## src/rtl/sprite_plotter.sv

```systemverilog
// Sprite box walker: fetches SPR_W x SPR_H colours from an external 1-cycle ROM and
// emits one registered pixel per clock with clipping, blackout and transparency handling.
module sprite_plotter #(
    parameter int unsigned SPR_W   = 20,
    parameter int unsigned SPR_H   = 16,
    parameter int unsigned NUM_SPR = 4,
    parameter int unsigned ADDR_W  = 11,
    parameter int unsigned SCR_W   = 320,
    parameter int unsigned SCR_H   = 240,
    parameter logic [2:0]  TRANSP  = 3'b000
) (
    input  logic              clk,
    input  logic              resetn,
    input  logic              start,
    input  logic [8:0]        x_init,
    input  logic [7:0]        y_init,
    input  logic [1:0]        sprite_sel,
    input  logic              blackout,
    input  logic              skip_transp,
    output logic [ADDR_W-1:0] rom_addr,
    input  logic [2:0]        rom_data,
    output logic [8:0]        x,
    output logic [7:0]        y,
    output logic [2:0]        colour,
    output logic              plot,
    output logic              busy,
    output logic              done
);

    localparam int unsigned COL_W = (SPR_W > 1) ? $clog2(SPR_W) : 1;
    localparam int unsigned ROW_W = (SPR_H > 1) ? $clog2(SPR_H) : 1;
    localparam int unsigned N_PIX = SPR_W * SPR_H;

    localparam logic [2:0] S_IDLE   = 3'd0;
    localparam logic [2:0] S_FETCH  = 3'd1;
    localparam logic [2:0] S_DRAIN1 = 3'd2;
    localparam logic [2:0] S_DRAIN2 = 3'd3;
    localparam logic [2:0] S_DONE   = 3'd4;

    generate
        if ((64'(1) << ADDR_W) < 64'(NUM_SPR) * 64'(N_PIX)) begin : g_bad_addr_w
            $error("sprite_plotter: ADDR_W too small for NUM_SPR sprites");
        end
    endgenerate

    logic [2:0]       state;
    logic [2:0]       state_nxt;
    logic             accept_c;
    logic             last_c;

    logic [COL_W-1:0] col;
    logic [ROW_W-1:0] row;
    logic [8:0]       x_lat;
    logic [7:0]       y_lat;
    logic             blk;
    logic             skp;

    logic             d1_valid;
    logic [COL_W-1:0] d1_col;
    logic [ROW_W-1:0] d1_row;

    logic [ADDR_W-1:0] base_c;
    logic [9:0]        wx_c;
    logic [8:0]        wy_c;
    logic              clip_c;
    logic              transp_c;

    // State register
    always_ff @(posedge clk or negedge resetn) begin
        if (!resetn) begin
            state <= S_IDLE;
        end else begin
            state <= state_nxt;
        end
    end

    // Next-state decode
    always_comb begin
        state_nxt = state;
        accept_c  = 1'b0;
        last_c    = (col == COL_W'(SPR_W - 1)) && (row == ROW_W'(SPR_H - 1));
        case (state)
            S_IDLE: begin
                if (start) begin
                    accept_c  = 1'b1;
                    state_nxt = S_FETCH;
                end
            end
            S_FETCH:  if (last_c) state_nxt = S_DRAIN1;
            S_DRAIN1: state_nxt = S_DRAIN2;
            S_DRAIN2: state_nxt = S_DONE;
            S_DONE:   state_nxt = S_IDLE;
            default:  state_nxt = S_IDLE;
        endcase
    end

    // Sprite base address wraps modulo 2^ADDR_W for out-of-range selects
    assign base_c   = ADDR_W'(32'(sprite_sel) * 32'(N_PIX));
    assign wx_c     = 10'(x_lat) + 10'(d1_col);
    assign wy_c     = 9'(y_lat) + 9'(d1_row);
    assign clip_c   = (32'(wx_c) >= SCR_W) || (32'(wy_c) >= SCR_H);
    assign transp_c = skp && !blk && (rom_data == TRANSP);

    // Address walk, pipeline stage aligned with the ROM read, and pixel output register
    always_ff @(posedge clk or negedge resetn) begin
        if (!resetn) begin
            col      <= '0;
            row      <= '0;
            x_lat    <= '0;
            y_lat    <= '0;
            blk      <= 1'b0;
            skp      <= 1'b0;
            d1_valid <= 1'b0;
            d1_col   <= '0;
            d1_row   <= '0;
            rom_addr <= '0;
            x        <= '0;
            y        <= '0;
            colour   <= '0;
            plot     <= 1'b0;
            busy     <= 1'b0;
            done     <= 1'b0;
        end else begin
            busy     <= (state_nxt != S_IDLE);
            done     <= (state_nxt == S_DONE);
            d1_valid <= (state == S_FETCH);

            if (accept_c) begin
                x_lat    <= x_init;
                y_lat    <= y_init;
                blk      <= blackout;
                skp      <= skip_transp;
                col      <= '0;
                row      <= '0;
                rom_addr <= base_c;
            end else if (state == S_FETCH) begin
                d1_col <= col;
                d1_row <= row;
                if (!last_c) begin
                    rom_addr <= rom_addr + ADDR_W'(1);
                    if (col == COL_W'(SPR_W - 1)) begin
                        col <= '0;
                        row <= row + ROW_W'(1);
                    end else begin
                        col <= col + COL_W'(1);
                    end
                end
            end

            if (d1_valid) begin
                x      <= wx_c[8:0];
                y      <= wy_c[7:0];
                colour <= blk ? 3'b000 : rom_data;
                plot   <= !clip_c && !transp_c;
            end else begin
                plot <= 1'b0;
            end
        end
    end

endmodule

```

## config.mk

```make
export PLATFORM = sky130hd
export DESIGN_NAME = sprite_plotter
export DESIGN_NICKNAME = d
export VERILOG_FILES = /design/src/rtl/sprite_plotter.sv
export SDC_FILE = /design/constraint.sdc
export NUM_CORES = 1
export LEC_CHECK = 0
export CORE_UTILIZATION = 41
export CTS_CLUSTER_SIZE = 12
export DETAILED_ROUTE_END_ITERATION = 7
export MAX_ROUTING_LAYER = met4
export PLACE_DENSITY = 0.75
export SYNTH_ARGS = -nofsm -noshare
export SYNTH_HDL_FRONTEND = slang
export SYNTH_SLANG_ARGS = --single-unit
```

## constraint.sdc

```tcl
create_clock -name clk -period 1.79 [get_ports clk]
set_input_delay 0.179 -clock clk [delete_from_list [all_inputs] [get_ports clk]]
set_output_delay 0.179 -clock clk [all_outputs]
set_load 0.02 [all_outputs]
```

======== Yosys cells after proc, flatten, opt, wreduce, memory -nomap -nowiden ========
Index checks and enable logic that the tools add are counted.
word-level totals
  flip-flop bits (word level) ............. 75
  logic and storage cells ................. 67
cells by class
  $add $sub $neg .......................... 5
  $mul .................................... 1
  order comparisons ....................... 2
  equal/unequal tests ..................... 7
  muxes and demuxes ....................... 18
  bitwise operators ....................... 1
  reduce and logical (&&, ||, !) cells .... 16
operators by type and width
  kind                                                                    number
  11-bit 2-to-1 mux                                                       3
  5-bit 2-to-1 mux                                                        4
  4-bit 2-to-1 mux                                                        4
  3-bit case mux with 4 select lines                                      1
  11-bit by 1-bit adder with 11-bit output, second input constant         1
  9-bit by 5-bit adder with 10-bit output                                 1
  10-bit by 9-bit >= comparator with 1-bit output, second input constant  1
  8-bit by 4-bit adder with 9-bit output                                  1
  9-bit by 8-bit >= comparator with 1-bit output, second input constant   1
  3-bit 2-to-1 mux                                                        3
  3-bit by 2-bit equality test with 1-bit output, second input constant   2
  3-bit zero test                                                         2
  5-bit by 1-bit adder with 5-bit output, second input constant           1
  5-bit equality test, second input constant                              1
  2-bit by 3-bit multiplier with 5-bit output, second input constant      1
  4-bit by 1-bit adder with 4-bit output, second input constant           1
  4-bit equality test, second input constant                              1
  1-bit logical AND                                                       4
  2-bit AND reduction                                                     2
  2-bit nonzero test                                                      2
  3-bit by 1-bit equality test with 1-bit output, second input constant   1
  3-bit equality test, second input constant                              1
  1-bit zero test                                                         3
  1-bit 2-to-1 mux                                                        3
  other kinds (5)                                                         5

======== Logic depth before layout (Yosys ltp) ========
  depth in word-level cells ............... 6
  mapped depth ............................ 6
  gate-level depth less buffers ........... 6

======== Worst setup path before layout ========
OpenSTA, ideal clock, no wires.
  kind .................................... register -> register
  start ................................... register y_lat[0]
  end ..................................... register plot
  data arrival time ....................... 1812 ps
  required time ........................... 1665 ps
  slack ................................... -147 ps
  cell stages (with the launch flop) ...... 7
  path buffers ............................ 0
  period minus slack after synthesis ...... 1937 ps
  cell sequence ........................... dfrtp_1 ha_1 fa_1 a21o_1 a21oi_1 o31ai_1 a2111oi_0
on the way
  longest elaborated chain between the ends .. 6
ends and longest elaborated chain
  what                                            line  source
  start, declared                                 54    logic [7:0] y_lat;
  start signal, assigned                          130   y_lat <= y_init;
  8-bit by 4-bit adder with 9-bit output          100   assign wy_c = 9'(y_lat) + 9'(d1_row);
  9-bit by 8-bit >= comparator with 1-bit output  101   assign clip_c = (32'(wx_c) >= SCR_W) || (32'(wy_c) >= SCR_H);
  1-bit logical OR                                101
  1-bit zero test                                 154   plot <= !clip_c && !transp_c;
  1-bit logical AND                               154
  1-bit 2-to-1 mux                                150   if (d1_valid) begin
  end signal, assigned                            154
  end, declared                                   25    output logic plot,
No other way between the ends.
A chain may end at the register's enable or synchronous reset.

======== Worst setup path in the final report ========
  start ................................... register d1_col[0]
  end ..................................... register x[6]
on the way
  longest elaborated chain between the ends .. 1
ends and longest elaborated chain
  what                                     line  source
  start, declared                          59    logic [COL_W-1:0] d1_col;
  start signal, assigned                   137   d1_col <= col;
  9-bit by 5-bit adder with 10-bit output  99    assign wx_c = 10'(x_lat) + 10'(d1_col);
  end signal, assigned                     151   x <= wx_c[8:0];
  end, declared                            22    output logic [8:0] x,
No other way between the ends.

==> flow_metrics.tcl <==
set metrics [dict create \
    dp.final_hpwl_mm 5.998 \
    ys_top_cells_by_count "sky130_fd_sc_hd__nand2_1, sky130_fd_sc_hd__dfrtp_1, sky130_fd_sc_hd__nor2_1" \
    grt_remaining_overflow 0 \
    grt_antenna_before_repair 0 \
    clk-insertion-delay-late_ps 360 \
    detail_route.drc_violations 0 \
    cap_violations 0 \
    finalWorstSetupSlack_ps -107.1 \
    io_buffers 60 \
    die_x_um 98.60 \
    synth-seq-area-share_pct 49.05 \
    yosysTopAreaCell "sky130_fd_sc_hd__dfrtp_1" \
    yosysMostFrequentCell "sky130_fd_sc_hd__nand2_1" \
    total_power_uw 10100 \
    layout-area-overhead-vs-synth_pct 38.82 \
    worstMarginPinSlew_ps 416.1 \
    cts_tree "done" \
    skew_ps 8.560 \
    io_pins 61 \
    power_leakage_uw 0.002305 \
    final_hold_violating_endpoints 0 \
    design.core.area_mm2 0.008891 \
    violations "setup timing" \
    die_h_um 98.60 \
    worstHoldPathType "in2reg" \
    power_per_cell_area_mw_per_mm2 1901 \
    run_status "complete, but fails checks" \
    design.final.nets 534 \
    initial_core_util_pct 43.03 \
    first_pass_iters 4 \
    dpl-instance-area_mm2 0.004875 \
    syn_nets 426 \
    synth_async_sr_flop_share_pct 100.0 \
    timing.critical_path.buf_inv 2 \
    min_period_ps 1897 \
    crit_chain "ha_4, fa_2, a211oi_2, o21ba_2, buf_6, buf_6, o21ai_2, a31oi_1" \
    wire_length_of_the_first_global_routing_pass_mm 14.83 \
    row_count 34 \
    arrival_ps 2170 \
    design.die.area_mm2 0.009722 \
    wl_mm 8.993 \
    synth_top_area_share_pct 49.05 \
    yosysUniqueCellTypes 57 \
    groute.usage.overall_pct 19.85 \
    yosys_register_bits 75 \
    tritoncts.num_buffers 9 \
    maxSlewHeadroom_pct 72.14 \
    clk_root_buffer_cell "sky130_fd_sc_hd__clkbuf_8" \
    syn_area_per_cell_um2 9.938 \
    route.antenna.remaining_nets 0 \
    worstSetupEndpointType "flip-flop" \
    slew_violations 0 \
    number_of_global_route_vias_before_repair 3231 \
    clock-sinks 75 \
    synth-edff-count 0 \
    layout_worst_path_cycle_share_pct 106.0 \
    n_antenna_cell 0 \
    clock_tree.htree_level_count 3 \
    setup-violations-final 6 \
    clkSlewWorstSetupHoldPaths_ps 90 \
    yosysWarnings 0 \
    grt_setup_unrepaired "yes" \
    max-clock-path-buffers 2 \
    detail_route.wl_per_cell_um 14.84 \
    max_freq_mhz 527.1 \
    worst-endpoint-required_ps 2070 \
    power.ir.vdd_worst_v 0.0008134 \
    post_route_cells_drive_above_1_share_pct 22.69 \
    cpMostUsedCell "sky130_fd_sc_hd__buf_6" \
    finalWeightedCongestion 0.8325 \
    worst_path_dominant_cell_family "compound AO/OA/AOI/OAI gates" \
    vias_per_cell 5.323 \
    synthesis.area_mm2 0.003826 \
    drt_iter0_drc 121 \
    dominantRegCellSynth "sky130_fd_sc_hd__dfrtp_1" \
    path_class "reg2reg" \
    maximum_fanout_along_the_worst_path 2 \
    worst_path_max_delay_cell "sky130_fd_sc_hd__dfrtp_1" \
    grt_max_degree 76 \
    cp-start-kind "flip-flop" \
    critPathMaxStageDelay_ps 420 \
    route.vias.total 3226 \
    synth_area_leaders "sky130_fd_sc_hd__dfrtp_1, sky130_fd_sc_hd__nand2_1, sky130_fd_sc_hd__ha_1, sky130_fd_sc_hd__a2111oi_4, sky130_fd_sc_hd__nor2_1" \
    fin_area_mm2 0.005311 \
    syn_inst 385 \
]
==> layout make-up <==
| type | instances | area [um2] |
|---|---|---|
| clock inverter | 5 | 37.54 |
| clock buffer | 11 | 151.4 |
| multi-input combinational | 281 | 1986 |
| sequential | 75 | 1879 |
| inverter | 14 | 56.30 |
| timing repair buffer | 112 | 1066 |
| fill | 727 | 3580 |
| tap | 108 | 135.1 |
==> worst min-delay path, cell delays in order <==
cell                              delay [ps]
sky130_fd_sc_hd__clkdlybuf4s50_1         400
sky130_fd_sc_hd__nand2_1                  60
sky130_fd_sc_hd__nand2_1                  40
==> power by group <==
part | switching [uW] | internal (uW) | leakage (uW) | total, uW
clock network | 662 | 581 | 0.0000915 | 1240
logic | 2710 | 2920 | 0.00132 | 5640
registers | 719 | 2500 | 0.000896 | 3210
==> cell families after synthesis <==
family                   count (synthesis)  synth area share [%]
AND/OR/NAND/NOR                        169                 21.19
adder cells (fa/ha/maj)                 14                 4.971
buffers and inverters                   29                 3.205
multiplexers                             9                 2.551
AO/OA/AOI/OAI                           76                 16.06
XOR/XNOR                                13                 2.976
flip-flops                              75                 49.05
==> timing repair <==
item	4_1_cts	5_1_grt
endpoints found under the setup margin	8	18
hold buffers	1	0
hold endpoints to repair	75	0
resized for setup	12	18
buffers inserted	4	6
pin swaps	8	17
==> final timing paths <==
path                                       start                    end  slack, ps  cells after the start
min reg2reg                      skp$_DFFE_PN0P_        skp$_DFFE_PN0P_        470                      2
min                                    y_init[5]   y_lat[5]$_DFFE_PN0P_        340                      3
min in group asynchronous                 resetn  colour[1]$_DFFE_PN0P_        370                      3
max reg2reg                d1_col[0]$_DFFE_PN0P_       x[6]$_DFFE_PN0P_       -110                      8
max in group asynchronous                 resetn     row[3]$_DFFE_PN0P_       1080                      3
max                        d1_col[0]$_DFFE_PN0P_       x[6]$_DFFE_PN0P_       -110                      8
==> layer usage <==
layer	wire, um	vias up	share of wire (%)	track usage (%)
met5	0	-	0	-
met4	43	0	0.48	6.315
met3	362	5	4.0	4.397
met2	4642	81	52	34.18
met1	3944	1565	44	23.14
li1	-	1575	-	-
==> sequential cells by signal, summed over array words and instances (netlist names), 4 cells and up <==
name,count
d1_row,4
y,8
x_lat,9
row,4
rom_addr,11
d1_col,5
x,9
y_lat,8
col,5
==> per-stage QoR <==
step           hold WS, ps  setup WS, ps  TNS (ps)  utilization [%]  cells
6_report             343.8        -107.1    -402.1            59.74    606
5_1_grt              333.0        -181.0    -881.4            59.74    606
4_1_cts              333.8        -113.8    -374.7            58.19    600
3_5_place_dp         244.1        -97.76    -344.2            54.83    579
2_1_floorplan       -116.6         5.466         0                -    385
3_3_place_gp         244.3        -45.34    -99.58            54.83    579
==> placed cells by master, fill, tap and decap left out, types with 7 or more instances in the layout <==
| master | instances |
|---|---|
| sky130_fd_sc_hd__nand2_1 | 91 |
| sky130_fd_sc_hd__dfrtp_1 | 73 |
| sky130_fd_sc_hd__clkdlybuf4s50_1 | 59 |
| sky130_fd_sc_hd__buf_4 | 42 |
| sky130_fd_sc_hd__nor2_1 | 26 |
| sky130_fd_sc_hd__o21ai_0 | 14 |
| sky130_fd_sc_hd__nand3_1 | 13 |
| sky130_fd_sc_hd__inv_1 | 13 |
| sky130_fd_sc_hd__clkbuf_8 | 11 |
| sky130_fd_sc_hd__xnor2_1 | 10 |
| sky130_fd_sc_hd__a21oi_1 | 8 |
| sky130_fd_sc_hd__a31oi_1 | 7 |
(Power assumes the default switching activity.)
